[config.mk]
export PLATFORM = sky130hd
export DESIGN_NAME = tt_um_tdm_demux_flat
export DESIGN_NICKNAME = d
export VERILOG_FILES = /design/src/rtl/tdm_pkg.sv /design/src/rtl/tdm_if.sv /design/src/rtl/tdm_slot_ctrl.sv /design/src/rtl/tt_um_tdm_demux.sv /design/src/flat_wrapper.sv
export SDC_FILE = /design/constraint.sdc
export NUM_CORES = 1
export LEC_CHECK = 0
export CAP_MARGIN = 25
export CORE_ASPECT_RATIO = 2
export CORE_MARGIN = 1
export CORE_UTILIZATION = 44
export CTS_CLUSTER_SIZE = 24
export DETAILED_ROUTE_END_ITERATION = 6
export PLACE_DENSITY = 0.75
export SYNTH_ARGS = -nofsm -noshare
export SYNTH_HDL_FRONTEND = slang
export SYNTH_SLANG_ARGS = --single-unit
export TNS_END_PERCENT = 5
[constraint.sdc]
create_clock -name clk -period 1.7 [get_ports clk]
set_input_delay 0.34 -clock clk [delete_from_list [all_inputs] [get_ports clk]]
set_output_delay 0.34 -clock clk [all_outputs]
set_load 0.005 [all_outputs]
[src/rtl/tdm_pkg.sv]
// Shared constants and types for the TDM demultiplexer.
package tdm_pkg;

  localparam int NUM_CH = 4;
  localparam int DW     = 7;

  typedef enum logic {
    HUNT   = 1'b0,
    LOCKED = 1'b1
  } state_e;

  typedef logic [1:0] slot_t;

  localparam slot_t LAST_SLOT = slot_t'(NUM_CH - 1);

endpackage

[src/rtl/tdm_if.sv]
// TinyTapeout tile pin bundle between the demux and whatever drives its pins.
interface tdm_if;

  logic       ena;
  logic [7:0] ui_in;
  logic [7:0] uio_in;
  logic [7:0] uo_out;
  logic [7:0] uio_out;
  logic [7:0] uio_oe;

  modport master (output ena, ui_in, uio_in, input uo_out, uio_out, uio_oe);
  modport slave  (input ena, ui_in, uio_in, output uo_out, uio_out, uio_oe);

endinterface

[src/rtl/tdm_slot_ctrl.sv]
// Frame-lock FSM: tracks the expected slot, flags sync errors and
// tells the top which channel register to write.
module tdm_slot_ctrl
  import tdm_pkg::*;
(
  input  logic  clk,
  input  logic  rst_n,
  input  logic  in_valid,
  input  logic  sync,
  output logic  wr_en,
  output slot_t wr_slot,
  output logic  locked,
  output logic  sync_err,
  output logic  frame_done
);

  state_e state_q, state_d;
  slot_t  exp_slot_q, exp_slot_d;
  logic   sync_err_q, sync_err_d;
  logic   frame_done_q, frame_done_d;

  // Next-state and write decode for each incoming sample.
  always_comb begin
    // NOTE: every output of this block gets a default first so no path leaves it unassigned and infers a latch.
    state_d    = state_q;
    exp_slot_d = exp_slot_q;
    sync_err_d = sync_err_q;
    wr_en      = 1'b0;
    wr_slot    = '0;

    if (in_valid) begin
      unique case (state_q)
        HUNT: begin
          if (sync) begin
            wr_en      = 1'b1;
            exp_slot_d = slot_t'(1);
            state_d    = LOCKED;
          end
        end
        LOCKED: begin
          if (sync) begin
            // A sync arriving early is a short frame: flag it and resync on it.
            if (exp_slot_q != '0) sync_err_d = 1'b1;
            wr_en      = 1'b1;
            exp_slot_d = slot_t'(1);
          end else if (exp_slot_q == '0) begin
            // Slot 0 without sync means the frame ran long; drop and re-hunt.
            sync_err_d = 1'b1;
            state_d    = HUNT;
          end else begin
            wr_en      = 1'b1;
            wr_slot    = exp_slot_q;
            exp_slot_d = slot_t'(exp_slot_q + 2'd1);
          end
        end
        default: state_d = HUNT;
      endcase
    end

    frame_done_d = wr_en && (wr_slot == LAST_SLOT);
  end

  // State register with synchronous reset.
  always_ff @(posedge clk) begin
    // NOTE: clocked state uses non-blocking assignments so all flops update together at the edge.
    if (!rst_n) begin
      state_q      <= HUNT;
      exp_slot_q   <= '0;
      sync_err_q   <= 1'b0;
      frame_done_q <= 1'b0;
    end else begin
      state_q      <= state_d;
      exp_slot_q   <= exp_slot_d;
      sync_err_q   <= sync_err_d;
      frame_done_q <= frame_done_d;
    end
  end

  assign locked     = (state_q == LOCKED);
  assign sync_err   = sync_err_q;
  assign frame_done = frame_done_q;

endmodule

[src/rtl/tt_um_tdm_demux.sv]
// TDM demultiplexer top: channel holding registers, freshness flags,
// readout mux and TinyTapeout pin mapping.
module tt_um_tdm_demux
  import tdm_pkg::*;
(
  input logic  clk,
  input logic  rst_n,
  tdm_if.slave pins
);

  logic          in_valid;
  logic          sync;
  logic [DW-1:0] din;
  slot_t         rd_sel;
  logic          rd_ack;

  assign din      = pins.ui_in[6:0];
  assign sync     = pins.ui_in[7];
  assign in_valid = pins.uio_in[0];
  assign rd_sel   = pins.uio_in[2:1];
  assign rd_ack   = pins.uio_in[3];

  logic  wr_en;
  slot_t wr_slot;
  logic  locked;
  logic  sync_err;
  logic  frame_done;

  tdm_slot_ctrl u_slot_ctrl (
    .clk        (clk),
    .rst_n      (rst_n),
    .in_valid   (in_valid),
    .sync       (sync),
    .wr_en      (wr_en),
    .wr_slot    (wr_slot),
    .locked     (locked),
    .sync_err   (sync_err),
    .frame_done (frame_done)
  );

  logic [DW-1:0]     ch_q [NUM_CH];
  logic [DW-1:0]     ch_d [NUM_CH];
  logic [NUM_CH-1:0] fresh_q, fresh_d;

  // Channel write and fresh-flag update; a write beats a same-cycle ack.
  always_comb begin
    ch_d    = ch_q;
    fresh_d = fresh_q;
    if (rd_ack) fresh_d[rd_sel] = 1'b0;
    if (wr_en) begin
      ch_d[wr_slot]    = din;
      fresh_d[wr_slot] = 1'b1;
    end
  end

  // Channel registers and fresh flags.
  always_ff @(posedge clk) begin
    if (!rst_n) begin
      // NOTE: the channel registers are reset because reset must make uo_out read zero for every rd_sel.
      for (int i = 0; i < NUM_CH; i++) ch_q[i] <= '0;
      fresh_q <= '0;
    end else begin
      ch_q    <= ch_d;
      fresh_q <= fresh_d;
    end
  end

  assign pins.uo_out  = {fresh_q[rd_sel], ch_q[rd_sel]};
  assign pins.uio_out = {|fresh_q, frame_done, sync_err, locked, 4'b0000};
  assign pins.uio_oe  = 8'hF0;

  logic unused_ok;
  assign unused_ok = &{1'b0, pins.ena, pins.uio_in[7:4]};

endmodule

[src/flat_wrapper.sv]
// flat-port wrapper written by rule: the top's interface ports become plain ports
module tt_um_tdm_demux_flat import tdm_pkg::*;
  (clk, rst_n, pins_ena, pins_ui_in, pins_uio_in, pins_uo_out, pins_uio_out, pins_uio_oe);
  tdm_if pins_i ();
  input logic clk;
  input logic rst_n;
  input wire logic [$bits(pins_i.ena)-1:0] pins_ena;
  input wire logic [$bits(pins_i.ui_in)-1:0] pins_ui_in;
  input wire logic [$bits(pins_i.uio_in)-1:0] pins_uio_in;
  output wire logic [$bits(pins_i.uo_out)-1:0] pins_uo_out;
  output wire logic [$bits(pins_i.uio_out)-1:0] pins_uio_out;
  output wire logic [$bits(pins_i.uio_oe)-1:0] pins_uio_oe;
  assign pins_i.ena = pins_ena;
  assign pins_i.ui_in = pins_ui_in;
  assign pins_i.uio_in = pins_uio_in;
  assign pins_uo_out = pins_i.uo_out;
  assign pins_uio_out = pins_i.uio_out;
  assign pins_uio_oe = pins_i.uio_oe;
  tt_um_tdm_demux u_core (.clk(clk), .rst_n(rst_n), .pins(pins_i));
endmodule
==> results of run 1 <==
-- cells in the mapped netlist (all sizes together) --
cell and number:
ha 2, a211oi 2, buf 20, and2 1
or3 1, o31a 1, nor4 1, inv 6
a2bb2oi 1, nor2 14, nor3 1, mux2i 14
nand3b 1, nand2 30, nand3 15, a31oi 1
nor4b 1, o21a 1, mux4 8, or4b 1
or2b 1, dfxtp 37, a21oi 5, or4 1
a311oi 1, nand2b 2, conb 2, clkbuf 6
o21ai 15
-- tightest hold or removal path, delay by kind of cell (launching register included) --
family | cells | cell delay [ps]
AOI/OAI and AO/OA | 1 | 50
DFF | 1 | 310
and+or+nand+nor | 1 | 50
-- registers in the layout, indices dropped and copies added (netlist names) --
register and cells:
u_core.u_slot_ctrl.frame_done 1, u_core.u_slot_ctrl.sync_err 1, u_core.fresh_q 4, u_core.u_slot_ctrl.locked 1, u_core.ch_q 28, u_core.u_slot_ctrl.exp_slot_q 2
-- worst paths after layout --
check	start	endpoint	slack (ps)
setup reg to reg	u_core.u_slot_ctrl.exp_slot_q[0]	u_core.ch_q[13]	-120
hold / removal	u_core.ch_q[18]	u_core.ch_q[18]	450
setup / recovery	u_core.u_slot_ctrl.exp_slot_q[0]	u_core.ch_q[13]	-120
hold reg to reg	u_core.ch_q[18]	u_core.ch_q[18]	450
-- placed cells by master (no fill, tap or decap), types with 2 or more instances in the layout --
| cell | instances |
|---|---|
| dfxtp_1 | 34 |
| nand2_1 | 29 |
| buf_4 | 20 |
| nand3_1 | 15 |
| mux2i_1 | 14 |
| nor2_1 | 14 |
| clkdlybuf4s50_1 | 13 |
| conb_1 | 12 |
| o21ai_0 | 9 |
| mux4_2 | 8 |
| buf_6 | 7 |
| o21ai_1 | 6 |
| a21oi_1 | 5 |
| clkbuf_8 | 5 |
| clkbuf_2 | 5 |
| inv_1 | 4 |
| buf_2 | 4 |
| dfxtp_2 | 3 |
| inv_2 | 2 |
| nand2b_1 | 2 |
| buf_12 | 2 |
-- final cells by class --
cell class	count	area, sq um	share of cell area
clock buffers	5	68.82	0.02924
multi-input cells	133	929.6	0.3950
repair buffers	54	478.0	0.2031
clock inverters	3	46.29	0.01967
flip-flops and latches	37	744.5	0.3163
well taps	51	63.81	0.02711
inverters	6	22.52	0.009569
-- metal layers --
layer  global-route usage  routed length, microns  vias to the layer above
met5                    0                       0                        -
met2               0.3600                    2211                       29
met4              0.07857                      65                        0
li1                     -                       -                      725
met1               0.2080                    1364                      673
met3              0.03509                     107                        6
-- report_power, final --
part / internal [mW] / leakage, nW / switching (mW) / total, mW
Combinational: 0.126 / 0.641 / 0.108 / 0.234
Clock: 0.439 / 0.0543 / 0.327 / 0.766
Sequential: 0.884 / 0.301 / 0.0126 / 0.897
-- metrics by stage --
stage               setup WS [ps]  instance area [sq um]  setup TNS (ps)  utilization
floorplan                  -74.53                   1839          -521.7            -
global placement           -598.3                   2217          -16780       0.5709
detailed placement         -602.1                   2217          -17500       0.5709
CTS                        -141.5                   2360           -1659       0.6076
global route               -197.8                   2354           -3006       0.6060
finish                     -117.9                   2354          -998.6       0.6060
-- what timing repair did --
action / in CTS / in global routing
buffers inserted: 2 / 0
hold endpoints to repair: 0 / 0
resized for setup: 43 / 14
setup endpoints to repair: 42 / 38
pin swaps: 3 / 2
hold buffers: 0 / 0
-- cell families after synthesis --
family | after synthesis | synth area share
AOI/OAI and AO/OA | 27 | 0.09325
adders and majority gates | 2 | 0.01392
and+or+nand+nor | 70 | 0.1949
other | 2 | 0.004177
DFF | 37 | 0.4120
buffers and inverters | 32 | 0.1037
muxes | 22 | 0.1781
==> flow_summary_export.csv, run 1 <==
group,metric,value,unit
clock_network,numClockSinks,37,
routing,drc,0,
synth,synth_seq_cells,37,
die,fp.dieW,47.20,microns
synth,ys_seq_area_frac,0.4120,
clock_network,clock_path_buffers,2,
timing,setup_slack,-117.9,ps
status,status,"complete, but fails checks",
die,rows,32,
clock_network,cts_buffers,5,
timing,finalCriticalPeriod,1818,ps
pwr,leakage,0.9963,nW
timing,max_freq,550.1,MHz
synth,synth_top_area_share,0.4120,
critical_path,cp.depth,7,
worst_hold_path,hp-class,"reg2reg",
run,maxCapViolCount,0,
synth,synth_area_per_cell,9.364,sq um
critical_path,r2r_cells,7,
critical_path,crit_fanout,8,
placement,place_inst,279,
routing,wl_per_cell,12.97,microns
synth,ys.warnings.count,0,
global_route,antenna_found_initial,0,
finish,fin_cells,289,
clock_network,clockRootBuffer,"clkbuf_8",
global_route,grt_usage,0.1985,
clock_network,cts_tree,"built",
timing,setup_violations,20,
critical_path,cp-start-kind,"flip-flop",
critical_path,path_delay_family,"simple AND/OR/NAND/NOR gates",
timing,post-route-period-util,1.069,
timing,drv_slew,0,
status,failed_checks,"negative setup slack",
synth,synthCells,192,
die,initial_core_util,0.4630,
critical_path,cpPeakStageDelay,470,ps
finish,drive_above_1_share,0.2815,
critical_path,slowest_stage,"or4b_1",
global_route,grt_pass1_vias,1380,
routing,dr_total_vias,1433,
placement,numPortBuffers,25,
die,die-height,92.40,microns
critical_path,arrival,2010,ps
global_route,grt.overflow.total,0,
finish,fillCellCount,364,
timing,clock-skew-final,7.755,ps
routing,viasPerCell,4.958,
pwr,power,1.898,mW
die,dieArea,0.004361,sq mm
routing,drt.antenna.violating_nets,0,
critical_path,crit_buf_inv,2,
synth,synth_cell_types,34,
timing,hold_violations,0,
critical_path,path_cells,"inv_2 -> ha_4 -> or4b_1 -> or3_1 -> buf_6 -> mux2i_1 -> nor2_1",
pwr,p_per_area,806.3,mW/mm^2
synth,yosys-top-cells-area,"dfxtp_1 (41%), mux4_2 (10%), mux2i_1 (7.8%), buf_4 (6.3%), nand2_1 (6.1%)",
clock_network,clkLatencyLatePin,290,ps
routing,first_pass_iters,4,
worst_hold_path,worstHoldPathCells,2,
synth,synth_area,0.001798,sq mm
die,core_area,0.003884,sq mm
synth,synth_top_cell_by_area,"dfxtp_1",
clock_network,clk_pin_slew_worst_paths,80,ps
placement,post-dp-hpwl,2838,microns
timing,hold_slack,451.1,ps
global_route,grt_pass1_wl,6168,microns
routing,drt-total-wl,3748,microns
global_route,grt_max_degree,45,
finish,antenna-diode-count,0,
critical_path,required,1890,ps
critical_path,critical_path_class,"reg2reg",
finish,syn_to_final_growth,30.90,%
timing,rsz0062_at_grt,"yes",
routing,drt_iter0_drc,19,
critical_path,endpoint_kind,"flip-flop",
placement,place_congestion,0.7549,
die,io-pin-count,43,
clock_network,htree_levels,2,
finish,num-nets-final,258,
pwr,vdd_drop_max,0.7046,mV
Power figures use the tool's default switching activity.
==> inputs of run 2 (changes only) <==
--- a/config.mk
+++ b/config.mk
@@ -14,5 +14,6 @@
 export PLACE_DENSITY = 0.75
 export SYNTH_ARGS = -nofsm -noshare
 export SYNTH_HDL_FRONTEND = slang
+export SYNTH_HIERARCHICAL = 1
 export SYNTH_SLANG_ARGS = --single-unit
 export TNS_END_PERCENT = 5
==> run 2 against run 1 <==
The flow now finishes without violations. Clock power increased by 16%. Worst setup slack improved by 130 ps. Sequential power about the same. Sequential share of layout area decreased by 0.48 points. Core utilization increased by 0.84 points. Hold slack improved by 4.2 ps. Routed wire length increased by 3.5%. Cell count decreased by 3.1%. Largest power group unchanged. Highest routed layer unchanged.
==> flow_summary_export.csv, run 2 <==
group,metric,value,unit
global_route,grt_pass1_vias,1407,
pwr,p_per_area,839.8,mW/mm^2
synth,synth_top_cell_by_area,"dfxtp_1",
worst_hold_path,worstHoldPathCells,2,
global_route,grt_pass1_wl,6037,microns
timing,post-route-period-util,0.9939,
synth,post-synth-top-count-cell,"nand2_1",
timing,drv_slew,0,
routing,dr_wl_met2,2150,microns
worst_hold_path,hp-class,"reg2reg",
worst_hold_path,min_to,"u_core/ch_q[22]",
clock_network,holdBufCountCts,0,
synth,yosys-top-cells-area,"dfxtp_1 (41%), mux2i_1 (16%), nand2_1 (9.2%), mux4_2 (7.5%), buf_4 (6.7%)",
die,fp.dieW,47.27,microns
die,initial_core_util,0.4642,
clock_network,clk_pin_slew_worst_paths,70,ps
critical_path,arrival,1900,ps
placement,place_inst,265,
routing,drt-total-wl,3878,microns
run,maxCapViolCount,0,
die,dieArea,0.004373,sq mm
pwr,vdd_drop_max,0.9505,mV
synth,synth_commonest_cells,"nand2_1 (44), dfxtp_1 (37), mux2i_1 (28)",
global_route,grt_max_degree,18,
synth,synth_ff_type,"dfxtp_1",
critical_path,r2r_cells,9,
critical_path,crit_fanout,8,
routing,wl_per_cell,13.85,microns
clock_network,numClockSinks,37,
synth,synth_area_per_cell,10.07,sq um
finish,syn_to_final_growth,32.34,%
pwr,leakage,1.140,nW
clock_network,cts_buffers,5,
synth,synth_cell_types,33,
critical_path,worstReg2RegStart,"u_core/u_slot_ctrl/exp_slot_q[0]",
timing,hold_violations,0,
placement,placed_cell_area,0.002172,sq mm
synth,synth_xor_area_frac,0,
critical_path,endpoint_kind,"flip-flop",
synth,synthCells,179,
synth,synth_mux_area_frac,0.2595,
worst_hold_path,min_from,"u_core/ch_q[22]",
routing,drc,0,
synth,ys.warnings.count,6,
routing,dr_total_vias,1387,
global_route,grt_usage,0.1975,
placement,place_congestion,0.8040,
routing,m1WireLength,1509,microns
die,rows,32,
global_route,antenna_found_initial,0,
routing,first_pass_iters,4,
clock_network,htree_levels,2,
routing,drt_iter0_drc,7,
routing,drt.antenna.violating_nets,0,
finish,largest_reg_flops,28,
timing,rsz0062_at_grt,"yes",
placement,numPortBuffers,25,
finish,fin_cells,280,
critical_path,timing.rr.end,"u_core/ch_q[24]",
synth,synth_area,0.001803,sq mm
clock_network,clockRootBuffer,"clkbuf_8",
finish,drive_above_1_share,0.2926,
clock_network,cts_tree,"built",
finish,antenna-diode-count,0,
finish,final_util,0.6144,
finish,num-nets-final,249,
finish,mostFrequentLayoutCell,"nand2_1",
timing,finalCriticalPeriod,1690,ps
die,core_area,0.003884,sq mm
critical_path,critical_path_class,"reg2reg",
finish,top_regs,"u_core/ch_q: 28 flops, u_core/fresh_q: 4 flops, u_core/u_slot_ctrl/exp_slot_q: 2 flops",
timing,clock-skew-final,4.614,ps
critical_path,rrSetupSlack,10,ps
finish,largest-register,"u_core/ch_q",
clock_network,clkLatencyLatePin,280,ps
synth,synth_top_family_by_area,"multiplexers",
routing,wl_met3,121,microns
placement,post-dp-hpwl,2635,microns
synth,synth-edff-count,0,
synth,ys_seq_area_frac,0.4108,
synth,ys_async_sr_fraction,0,
die,io-pin-count,43,
timing,max_freq,591.8,MHz
critical_path,cp-start-kind,"flip-flop",
die,die-height,92.53,microns
global_route,grt.overflow.total,0,
routing,dr.max_layer_used,"met4",
synth,synth-compound-area-share,0.04025,
critical_path,required,1910,ps
finish,finish.instance_area,0.002386,sq mm
finish,final_cell_mix,"nand2_1 (44), dfxtp_1 (35), mux2i_1 (28)",
routing,viasPerCell,4.954,
clock_network,clock_path_buffers,2,
synth,synth_seq_cells,37,
synth,yosys.area_share.adder,0.01388,
synth,synthSimpleGateAreaFrac,0.1645,
synth,synth_top_area_share,0.4108,
timing,setup_violations,0,
status,status,"finished clean",
## run 2: what timing repair did
| item | in CTS | in global routing |
|---|---|---|
| resized for setup | 42 | 12 |
| setup endpoints to repair | 24 | 37 |
| setup buffers | 6 | 0 |
| endpoints found under the hold margin | 0 | 0 |
| pin swaps | 1 | 1 |
| gates cloned | 1 | 0 |
## run 2: report_power, final
part | switching, mW | internal [mW]
clock network | 0.302 | 0.583
logic | 0.100 | 0.124
registers | 0.0107 | 0.884
## run 2: metrics by stage
| step | hold slack (ps) | total power, mW | worst slack (ps) | TNS (ps) |
|---|---|---|---|---|
| floorplan | 430.4 | 1.037 | 17.91 | 0 |
| global placement | 439.7 | 1.109 | -636.0 | -12620 |
| detailed placement | 449.0 | 1.112 | -650.8 | -14090 |
| CTS | 460.0 | 2.005 | -55.80 | -213.0 |
| global route | 482.6 | 2.075 | -50.92 | -562.4 |
| finish | 455.3 | 2.004 | 10.36 | 0 |
## run 2: kinds of logic (layout without fill, tap and decap cells)
kind of cell | after synthesis | after routing
other | 2 | 12
and+or+nand+nor | 61 | 61
buffers and inverters | 31 | 71
adders and majority gates | 2 | 2
muxes | 36 | 36
AOI/OAI and AO/OA | 10 | 10
DFF | 37 | 37
## run 2: area by class of cell
class / count / area [sq um]
Multi-Input combinational cell: 121 / 943.4
Inverter: 6 / 22.52
Clock buffer: 5 / 68.82
Timing Repair Buffer: 57 / 479.2
Tap cell: 51 / 63.81
Clock inverter: 3 / 65.06
Sequential cell: 37 / 743.2
Fill cell: 350 / 1498
## run 2: how the worst max path moves through the flow
stage / from / endpoint / slack [ps] / cells past startpoint
finish: u_core/u_slot_ctrl/exp_slot_q[0] / u_core/ch_q[24] / 10 / 9
floorplan: u_core/u_slot_ctrl/exp_slot_q[0] / u_core/ch_q[21] / 20 / 9
detailed placement: pins_uio_in[1] / pins_uo_out[0] / -650 / 4
CTS: pins_uio_in[1] / pins_uo_out[2] / -60 / 5
global route: u_core/u_slot_ctrl/exp_slot_q[0] / u_core/ch_q[24] / -50 / 9
global placement: pins_uio_in[1] / pins_uo_out[3] / -640 / 4
## run 2: metal layers
metal  global-route usage  up-vias
met5                    0        -
met4               0.1095        0
met3              0.04483        8
met2               0.3425       39
met1               0.1990      658
li1                     -      682
## run 2: critical path: stages, from the launching register on
cell and delay (ps):
dfxtp_2 330, inv_2 50, ha_4 170, ha_4 160, nand2_1 60, o211ai_1 110
inv_1 130, nor3b_4 210, buf_6 190, mux2i_1 210
==> patch (settings of run 1) <==
`NUM_CH`: 4 -> 2.
--- a/src/rtl/tdm_pkg.sv
+++ b/src/rtl/tdm_pkg.sv
@@ -2,5 +2,5 @@
 package tdm_pkg;
 
-  localparam int NUM_CH = 4;
+  localparam int NUM_CH = 2;
   localparam int DW     = 7;
 
Formal check against the unedited RTL: not equivalent (Yosys sat finds a counterexample within 4 cycles, from zero or initial values and one cycle with rst_n low).
==> patch against run 1 <==
  * Cell area down 40%
  * Critical endpoint is now pins_uio_out[7]
  * Count of clock-buffer cells in the layout fell by 2
  * Core utilization increased by 0.81 points
  * Largest cell class unchanged
  * Setup slack improved by 170 ps
  * Total power down 47%
  * Fmax is 11% higher
  * Highest routed layer unchanged
  * Sequential cell count down 16
  * Area after synthesis fell by 41%
  * Hold slack got worse by 0.75 ps
  * First-iteration DRC count increased by 32%
  * Routed wire length decreased by 47%
  * Non-clock buffer count fell by 18
==> patch: results (changes against run 1) <==
Outcome
  – Outcome: finished clean

Route
  – Final WL: 2000 um (-47%)
  – DRT met1 WL: 734 um (-46%)
  – Via count: 859 (-40%)
  – DRT iter0 DRCs: 25 (+6)
  – Met2 Wirelength: 1140 um (-49%)

CTS
  – Post CTS Setup Buffer Count: 0 (-2)
  – Total CTS buffers: 3 (-2)
  – H-Tree Depth: 1 (-1)

Finish
  – Fillers: 218 (-40%)
  – Share of post-route cells with drive strength above 1: 22.7% (-5.5 points)
  – Biggest regs: u_core.ch_q: 14 flops, u_core.fresh_q: 2 flops, u_core.u_slot_ctrl.exp_slot_q: 2 flops
  – Final #Nets: 172 (-33%)

Setup path
  – Crit-path slowest cell: clkdlybuf4s50_1
  – R2R setup slack: 100 ps (+220 ps)
  – Top fanout value on the critical path: 3 (-5)
  – Crit Reg-Reg Startpoint: u_core.u_slot_ctrl.exp_slot_q[1]
  – Register-to-Register Path Depth: 5 (-2)
  – Worst endpoint data arrival time: 1300 ps (-710 ps)
  – Crit Reg-Reg Endpoint: u_core.ch_q[2]
  – Critical path endpoint: pins_uio_out[7]
  – Largest delay share family, worst path: buffers and inverters

Global routing
  – M2 GR Usage: 30.6% (-5.4 points)
  – Met3 Track Usage GR: 3.10% (-0.41 points)
  – GRT met1 Usage: 19.2% (-1.6 points)
  – Total GRT Usage: 17.6% (-2.2 points)
  – Pin count of the biggest net entering global routing: 17 (-62%)

Pwr
  – PwrDens: 711 nW/um2 (-12%)
  – Leak Pwr: 0.000722 uW (-27%)
  – Maximum vdd drop: 0.703 mV (-0.18%)

Placed design
  – Post-Place Worst Slack: -411 ps (+191 ps)
  – HPWL after DPL: 1590 um (-44%)
  – Placed Cells: 173 (-38%)
  – Placed cell areas: 1350 um2 (-39%)
  – Routability cong.: 0.742 (-1.7%)

STA
  – Setup ws final: 56.5 ps (+174 ps)
  – Final Skew: 2.37 ps (-5.39 ps)
  – Worst hold slack: 450 ps (-0.749 ps)
  – Setup TNS: 0 ps (+999 ps)

Logic synthesis
  – Async set-reset flop share out of synthesis: 0% (unchanged)
  – Synth unique cells: 23 (-32%)
  – Syn_area_per_cell: 8.99 um2 (-4.0%)
  – Most frequent cells after synthesis: nand2_1, dfxtp_1, buf_4
  – Seq/Total Area, Yosys: 39.3% (-1.9 points)
  – Dominant cells by area after synthesis: dfxtp_1, mux2i_1, buf_4

Min path
  – Hold Path End: u_core.u_slot_ctrl.locked
  – Hold path depth: 3 (+1)
-- patch: cell types whose count changed after synthesis, moves of 7 or more --
cell / before / now
mux4_2: 8 / 0
nand3_1: 15 / 0
nor2_1: 14 / 6
nand2_1: 29 / 22
dfxtp_1: 37 / 21
mux2_2: 0 / 8
o21ai_0: 15 / 3
-- patch: timing repair --
item	4_1_cts	5_1_grt
resized for setup	14	6
pin swaps	0	1
endpoints found under the setup margin	17	17
-- patch: cell families after synthesis --
kind of cell    share of synthesized area (%)
compound gates                           8.07
buf+inv                                  14.7
other cells                             0.702
mux                                      21.5
flops                                    39.3
fa+ha+maj                                2.34
simple gates                             13.3
-- patch: final cells by class --
cell class / count / share of cell area (%)
multi-input combinational: 83 / 38.7
clock inverter: 1 / 0.352
clock buffer: 3 / 2.90
inverter: 6 / 1.58
timing repair buffer: 36 / 24.4
sequential: 21 / 29.7
tap: 27 / 2.38
-- patch: report_power, final --
part	internal [uW]	switching, uW
clock	163	158
combinational	96.4	74.2
sequential	509	8.89
total	769	241
